<file path="config.mk">
export PLATFORM = sky130hd
export DESIGN_NAME = capture_ctrl
export DESIGN_NICKNAME = d
export VERILOG_FILES = /design/src/rtl/capture_ctrl.sv
export SDC_FILE = /design/constraint.sdc
export NUM_CORES = 1
export LEC_CHECK = 0
export CORE_UTILIZATION = 50
export DETAILED_ROUTE_END_ITERATION = 7
export GPL_TIMING_DRIVEN = 0
export PLACE_DENSITY = 0.73
export SYNTH_ARGS = -nofsm -noshare
export SYNTH_HDL_FRONTEND = slang
export SYNTH_SLANG_ARGS = --single-unit
export TNS_END_PERCENT = 100
</file>
<file path="constraint.sdc">
create_clock -name clk -period 2.1 [get_ports clk]
set_input_delay 0.42 -clock clk [delete_from_list [all_inputs] [get_ports clk]]
set_output_delay 0.42 -clock clk [all_outputs]
set_load 0.1 [all_outputs]
</file>
<file path="src/rtl/capture_ctrl.sv">
// Capture sequencer: paced sampling, pattern/edge trigger,
// ring-buffer write pointer and oldest-first readout.
module capture_ctrl #(
  parameter int AW    = 10,
  parameter int DIVW  = 16,
  parameter int POSTW = 16
) (
  input  logic             clk,
  input  logic             rst_n,
  input  logic             arm,
  input  logic             abort,
  input  logic [DIVW-1:0]  div,
  input  logic [AW-1:0]    pre_min,
  input  logic [POSTW-1:0] post_len,
  input  logic [7:0]       trig_mask,
  input  logic [7:0]       trig_val,
  input  logic             trig_edge,
  input  logic [7:0]       din_sync,
  output logic             sample_en,
  output logic             wr_en,
  output logic [AW-1:0]    wptr,
  output logic [AW-1:0]    trig_ptr,
  output logic [2:0]       state,
  output logic             done,
  input  logic             rd_start,
  output logic             rd_valid,
  input  logic             rd_ready,
  output logic [AW-1:0]    rd_addr,
  output logic             rd_last
);

  typedef enum logic [2:0] {
    IDLE  = 3'd0,
    PRE   = 3'd1,
    ARMED = 3'd2,
    POST  = 3'd3,
    HOLD  = 3'd4,
    READ  = 3'd5
  } state_t;

  localparam logic [AW:0] DEPTH = {1'b1, {AW{1'b0}}};

  state_t cur, nxt;

  logic [DIVW-1:0]  div_q;
  logic [AW-1:0]    pre_min_q;
  logic [POSTW-1:0] post_len_q;
  logic             edge_q;
  logic [DIVW-1:0]  div_cnt;
  logic [AW-1:0]    pre_cnt;
  logic [POSTW-1:0] post_cnt;
  logic             full;
  logic             prev_match;
  logic [AW:0]      rd_cnt;
  logic             done_nxt;

  logic running, smp, match, fire;
  logic post_end, arm_go, rd_go, rd_acc, rd_fin;

  assign running = (cur == PRE) || (cur == ARMED) || (cur == POST);
  assign smp     = running && (div_cnt == '0);
  assign match   = ((din_sync ^ trig_val) & trig_mask) == 8'h00;
  assign fire    = (cur == ARMED) && smp &&
                   (edge_q ? (match && !prev_match) : match);
  assign post_end = (cur == POST) && smp &&
                    (({1'b0, post_cnt} + (POSTW+1)'(1)) ==
                     {1'b0, post_len_q});
  assign arm_go  = (cur == IDLE) && arm && !abort;
  assign rd_go   = (cur == HOLD) && rd_start && !abort;
  assign rd_acc  = rd_valid && rd_ready;
  assign rd_fin  = rd_acc && (rd_cnt == (AW+1)'(1));

  assign sample_en = smp;
  assign wr_en     = smp;
  assign state     = cur;
  assign rd_valid  = (cur == READ);
  assign rd_last   = rd_valid && (rd_cnt == (AW+1)'(1));

  // Next-state selection; abort overrides everything
  always_comb begin
    nxt      = cur;
    done_nxt = 1'b0;
    if (abort) begin
      nxt = IDLE;
    end else begin
      unique case (cur)
        IDLE:  if (arm) nxt = PRE;
        PRE:   if (pre_cnt >= pre_min_q) nxt = ARMED;
        ARMED: if (fire) nxt = (post_len_q == '0) ? HOLD : POST;
        POST:  if (post_end) nxt = HOLD;
        HOLD:  if (rd_start) nxt = READ;
        READ:  if (rd_fin) nxt = IDLE;
        default: nxt = IDLE;
      endcase
      done_nxt = (nxt == HOLD) && (cur != HOLD);
    end
  end

  // State register and registered done pulse
  always_ff @(posedge clk or negedge rst_n) begin
    if (!rst_n) begin
      cur  <= IDLE;
      done <= 1'b0;
    end else begin
      cur  <= nxt;
      done <= done_nxt;
    end
  end

  // Config latch, pacing, write pointer, trigger and readout counters
  always_ff @(posedge clk or negedge rst_n) begin
    if (!rst_n) begin
      div_q      <= '0;
      pre_min_q  <= '0;
      post_len_q <= '0;
      edge_q     <= 1'b0;
      div_cnt    <= '0;
      pre_cnt    <= '0;
      post_cnt   <= '0;
      full       <= 1'b0;
      prev_match <= 1'b0;
      wptr       <= '0;
      trig_ptr   <= '0;
      rd_addr    <= '0;
      rd_cnt     <= '0;
    end else if (arm_go) begin
      div_q      <= div;
      pre_min_q  <= pre_min;
      post_len_q <= post_len;
      edge_q     <= trig_edge;
      div_cnt    <= '0;
      pre_cnt    <= '0;
      post_cnt   <= '0;
      full       <= 1'b0;
      prev_match <= 1'b0;
      wptr       <= '0;
    end else begin
      if (running) begin
        div_cnt <= (div_cnt == div_q) ? '0 : div_cnt + DIVW'(1);
      end
      if (smp) begin
        wptr       <= wptr + AW'(1);
        prev_match <= match;
        if (wptr == '1) full <= 1'b1;
      end
      if ((cur == PRE) && smp && (pre_cnt != '1)) begin
        pre_cnt <= pre_cnt + AW'(1);
      end
      if (fire && !abort) begin
        trig_ptr <= wptr;
        post_cnt <= '0;
      end
      if ((cur == POST) && smp) begin
        post_cnt <= post_cnt + POSTW'(1);
      end
      if (rd_go) begin
        rd_addr <= full ? wptr : '0;
        rd_cnt  <= full ? DEPTH : {1'b0, wptr};
      end else if (rd_acc) begin
        rd_addr <= rd_addr + AW'(1);
        rd_cnt  <= rd_cnt - (AW+1)'(1);
      end
    end
  end

endmodule
</file>
==> out/metrics.yaml <==
synth:
  ys.warnings.count: 0
  synth_top_cell_by_area: "dfrtp_1"
  synth-seq-cells: 132
  yosys.area.top_type_share_pct: 44.1
  synth_cell_type_count: 65
  synth_commonest_cells: "nand2_1 (167), dfrtp_1 (132), nor2_1 (61)"
  ys_top_cells_by_area: "dfrtp_1 (44%), nand2_1 (8.4%), xor2_1 (5.6%), xnor2_1 (4.7%), nor2_1 (3.1%)"
  synth.avg_cell_area_um2: 8.98
  yosysMostFrequentCell: "nand2_1"
  yosysSeqAreaShare_pct: 44.1
  netlist_area_mm2: 0.00750
  synth_edf_count: 0
  postSynthCellCount: 835
  synth_nets: 926
  async_reset_ff_share_pct: 100
  ys.flop_type: "dfrtp_1"
clock_tree:
  cts_buffers: 17
  clock-root-buffer: "clkbuf_16"
  htreeDepth: 4
  cts_sinks: 132
  clockBufferDepth: 2
  clock_latency_ns: 0.42
  path_clk_slew_ns: 0.06
  cts_tree: "yes"
finish:
  drive_above_1_share_pct: 21.2
  fin_util_pct: 70.7
  final_area_mm2: 0.0103
  stdcell_count: 1197
  n_fill_cell: 1128
  finalNetCount: 1092
  syn_to_final_growth_pct: 37.5
  antenna_cells: 0
timing:
  rsz0062_at_grt: "true"
  hold_violations: 0
  maxSlewHeadroom_pct: 34.9
  worstMarginPinSlew_ns: 0.980
  worst_slack_ns: -0.371
  fmax_ghz: 0.405
  maxSlewViolCount: 0
  finalSetupViolations: 40
  fin_skew_ns: 0.00750
  finalCritPeriodShare_pct: 118
  layout_min_cycle_time_ns: 2.47
die:
  die_h_um: 124
  row_count: 44
  pin_count: 111
  dieArea_mm2: 0.0155
  core_area_mm2: 0.0146
  start_util_pct: 51.4
  die_w_um: 124
setup_path:
  crit_top_cell: "buf_12"
  r2r_end: "done$_DFF_PN0_"
  path_cells: "inv_2 -> ha_4 -> nor4b_4 -> and4_1 -> buf_6 -> nand2_4 -> clkinvlp_4 -> buf_12 -> buf_12"
  cp_slowest_stage_delay_ns: 0.41
  rr_startpoint: "div_cnt[0]$_DFFE_PN0P_"
  worstSetupPathType: "register to output pin"
  critPathBufInv: 5
  endpoint_kind: "output pin"
  cp.arrival_ns: 2.05
  rrSetupSlack_ns: -0.36
  path_max_fanout: 5
  cp_top_family: "buffers and inverters"
  cpMaxStageDelayCell: "dfrtp_2"
  critical_path_required_ns: 1.68
  r2r.worst_path.cells: 11
  startpoint_type: "register"
grt:
  antenna_found_initial: 0
  grtUsageTotal_pct: 26.9
  gr-total-overflow: 0
  grt_max_degree: 73
  grt_pass1_wl_um: 33300
  grt_pass1_vias: 6605
power:
  p_per_area_mw_per_mm2: 936
  internal_power_w: 0.00614
  pwr-share-seq_pct: 37.4
  p_clk_share_pct: 28.7
  p_leak_nw: 4.72
  p_comb_share_pct: 33.9
  peakVddDrop_v: 0.000701
  power.switching_w: 0.00351
  switching_share_pct: 36.3
  finalPower_w: 0.00965
placed_design:
  gp_congestion: 0.891
  dp_hpwl_um: 13900
  dpl_worst_slack_ns: -1.11
  io_buffers: 110
  place_area_mm2: 0.00904
  dp_cells: 1130
status:
  outcome: "complete, but fails checks"
  violations: "negative setup slack"
routing:
  avgViaCountPerCell: 5.68
  vias: 6804
  wl_per_cell_um: 17.1
  drtPass1Iterations: 5
  drt_iter0_drc: 442
  ant_nets: 0
  finalWirelength_um: 20500
  drc: 0
flow_run:
  drv_cap: 0
worst_hold_path:
  hp-class: "register to register"
  min_to: "trig_ptr[1]$_DFFE_PN0P_"
  whs_path_depth: 1
  min_from: "trig_ptr[1]$_DFFE_PN0P_"
worst reg2reg max path, cell delays in order (launching register included):
cell and delay (ns):
dfrtp_2 0.41, inv_2 0.08, ha_4 0.12, nor4b_4 0.19, and4_1 0.24, buf_6 0.14
buf_4 0.13, buf_6 0.09, o311a_1 0.17, and4_4 0.25, o2111ai_4 0.13, a2111oi_4 0.39
stage by stage:
stage,setup TNS (ns),hold WS [ns]
2_1_floorplan,-8.57,0.124
3_3_place_gp,-701.56,0.484
3_5_place_dp,-78.99,0.443
4_1_cts,-10.60,0.500
5_1_grt,-13.99,0.515
6_report,-9.40,0.496
kinds of logic (layout without fill, tap and decap cells):
| kind of cell | count (synthesis) | in the layout | share of synthesized area [%] |
|---|---|---|---|
| flip-flops | 132 | 132 | 44.1 |
| AND/OR/NAND/NOR | 388 | 388 | 25.5 |
| AO/OA/AOI/OAI | 117 | 117 | 9.95 |
| adder cells (fa/ha/maj) | 18 | 18 | 3.00 |
| XOR/XNOR | 88 | 88 | 10.3 |
| buffers and inverters | 73 | 251 | 4.42 |
| multiplexers | 19 | 19 | 2.84 |
cell usage in the layout, fill, tap and decap left out, types with 6 or more instances in the layout:
master	count
dlygate4sd2_1	13
nor4_1	9
and4_1	7
clkinvlp_4	6
o21ai_1	8
nand4_1	19
nand3b_1	12
inv_1	24
xnor2_1	38
nor2_1	59
buf_4	34
ha_1	16
dfrtp_2	8
nor3_1	14
nand2_1	164
nor4_4	6
clkdlybuf4s50_1	71
clkdlybuf4s15_2	16
mux2_2	6
nor3_2	6
xor2_1	48
a21oi_1	14
clkbuf_1	11
nand3_1	32
dfrtp_1	122
and3_1	8
o21ai_0	36
buf_6	13
clkbuf_2	11
a21oi_2	8
buf_2	9
clkbuf_16	17
mux2i_1	10
a31oi_1	7
how the worst max path moves through the flow:
| stage | cells after the start | start | to |
|---|---|---|---|
| after floorplan | 6 | state[0]$_DFF_PN0_ | wr_en |
| after global placement | 1 | rst_n | state[2]$_DFF_PN0_ |
| after detailed placement | 9 | div_cnt[1]$_DFFE_PN0P_ | wr_en |
| after CTS | 9 | div_cnt[1]$_DFFE_PN0P_ | wr_en |
| after global routing | 9 | div_cnt[0]$_DFFE_PN0P_ | wr_en |
| final | 9 | div_cnt[0]$_DFFE_PN0P_ | wr_en |
metal layers:
metal  GRT usage [%]  vias up  part of all wire [%]
met1            36.0     3359                    44
met2            43.2      175                    49
li1                -     3237                     -
met5               0        -                     0
met3            5.63       33                   4.4
met4            9.78        0                   1.8
what timing repair did:
action,in CTS,in global routing
hold endpoints to repair,2,0
hold buffers,1,0
cloned,1,0
gates resized for setup,157,49
setup endpoints to repair,160,96
setup buffers,23,15
pin swaps,17,15
area by class of cell:
type | instances | area [µm²] | area share, %
Inverter | 28 | 113 | 1.09
Timing Repair Buffer | 150 | 1500 | 14.5
Multi-Input combinational cell | 630 | 4310 | 41.8
Tap cell | 184 | 230 | 2.23
Clock buffer | 24 | 502 | 4.87
Clock inverter | 7 | 48.8 | 0.473
Sequential cell | 132 | 3320 | 32.2
Buffer | 42 | 289 | 2.80
registers in the layout, indices dropped and copies added (netlist names), 10 cells and up:
name	count
pre_cnt	10
rd_addr	10
trig_ptr	10
pre_min_q	10
post_cnt	16
rd_cnt	11
div_q	16
post_len_q	16
wptr	10
div_cnt	16
power by group through the flow:
stage / clock network [W] / logic, W / registers [W]
2_1_floorplan: 0 / 0.00181 / 0.00373
5_1_grt: 0.00290 / 0.00356 / 0.00367
3_3_place_gp: 0 / 0.00270 / 0.00363
4_1_cts: 0.00279 / 0.00307 / 0.00358
6_report: 0.00277 / 0.00327 / 0.00361
3_5_place_dp: 0 / 0.00277 / 0.00364
No activity file was read; power rests on OpenSTA's default activity.
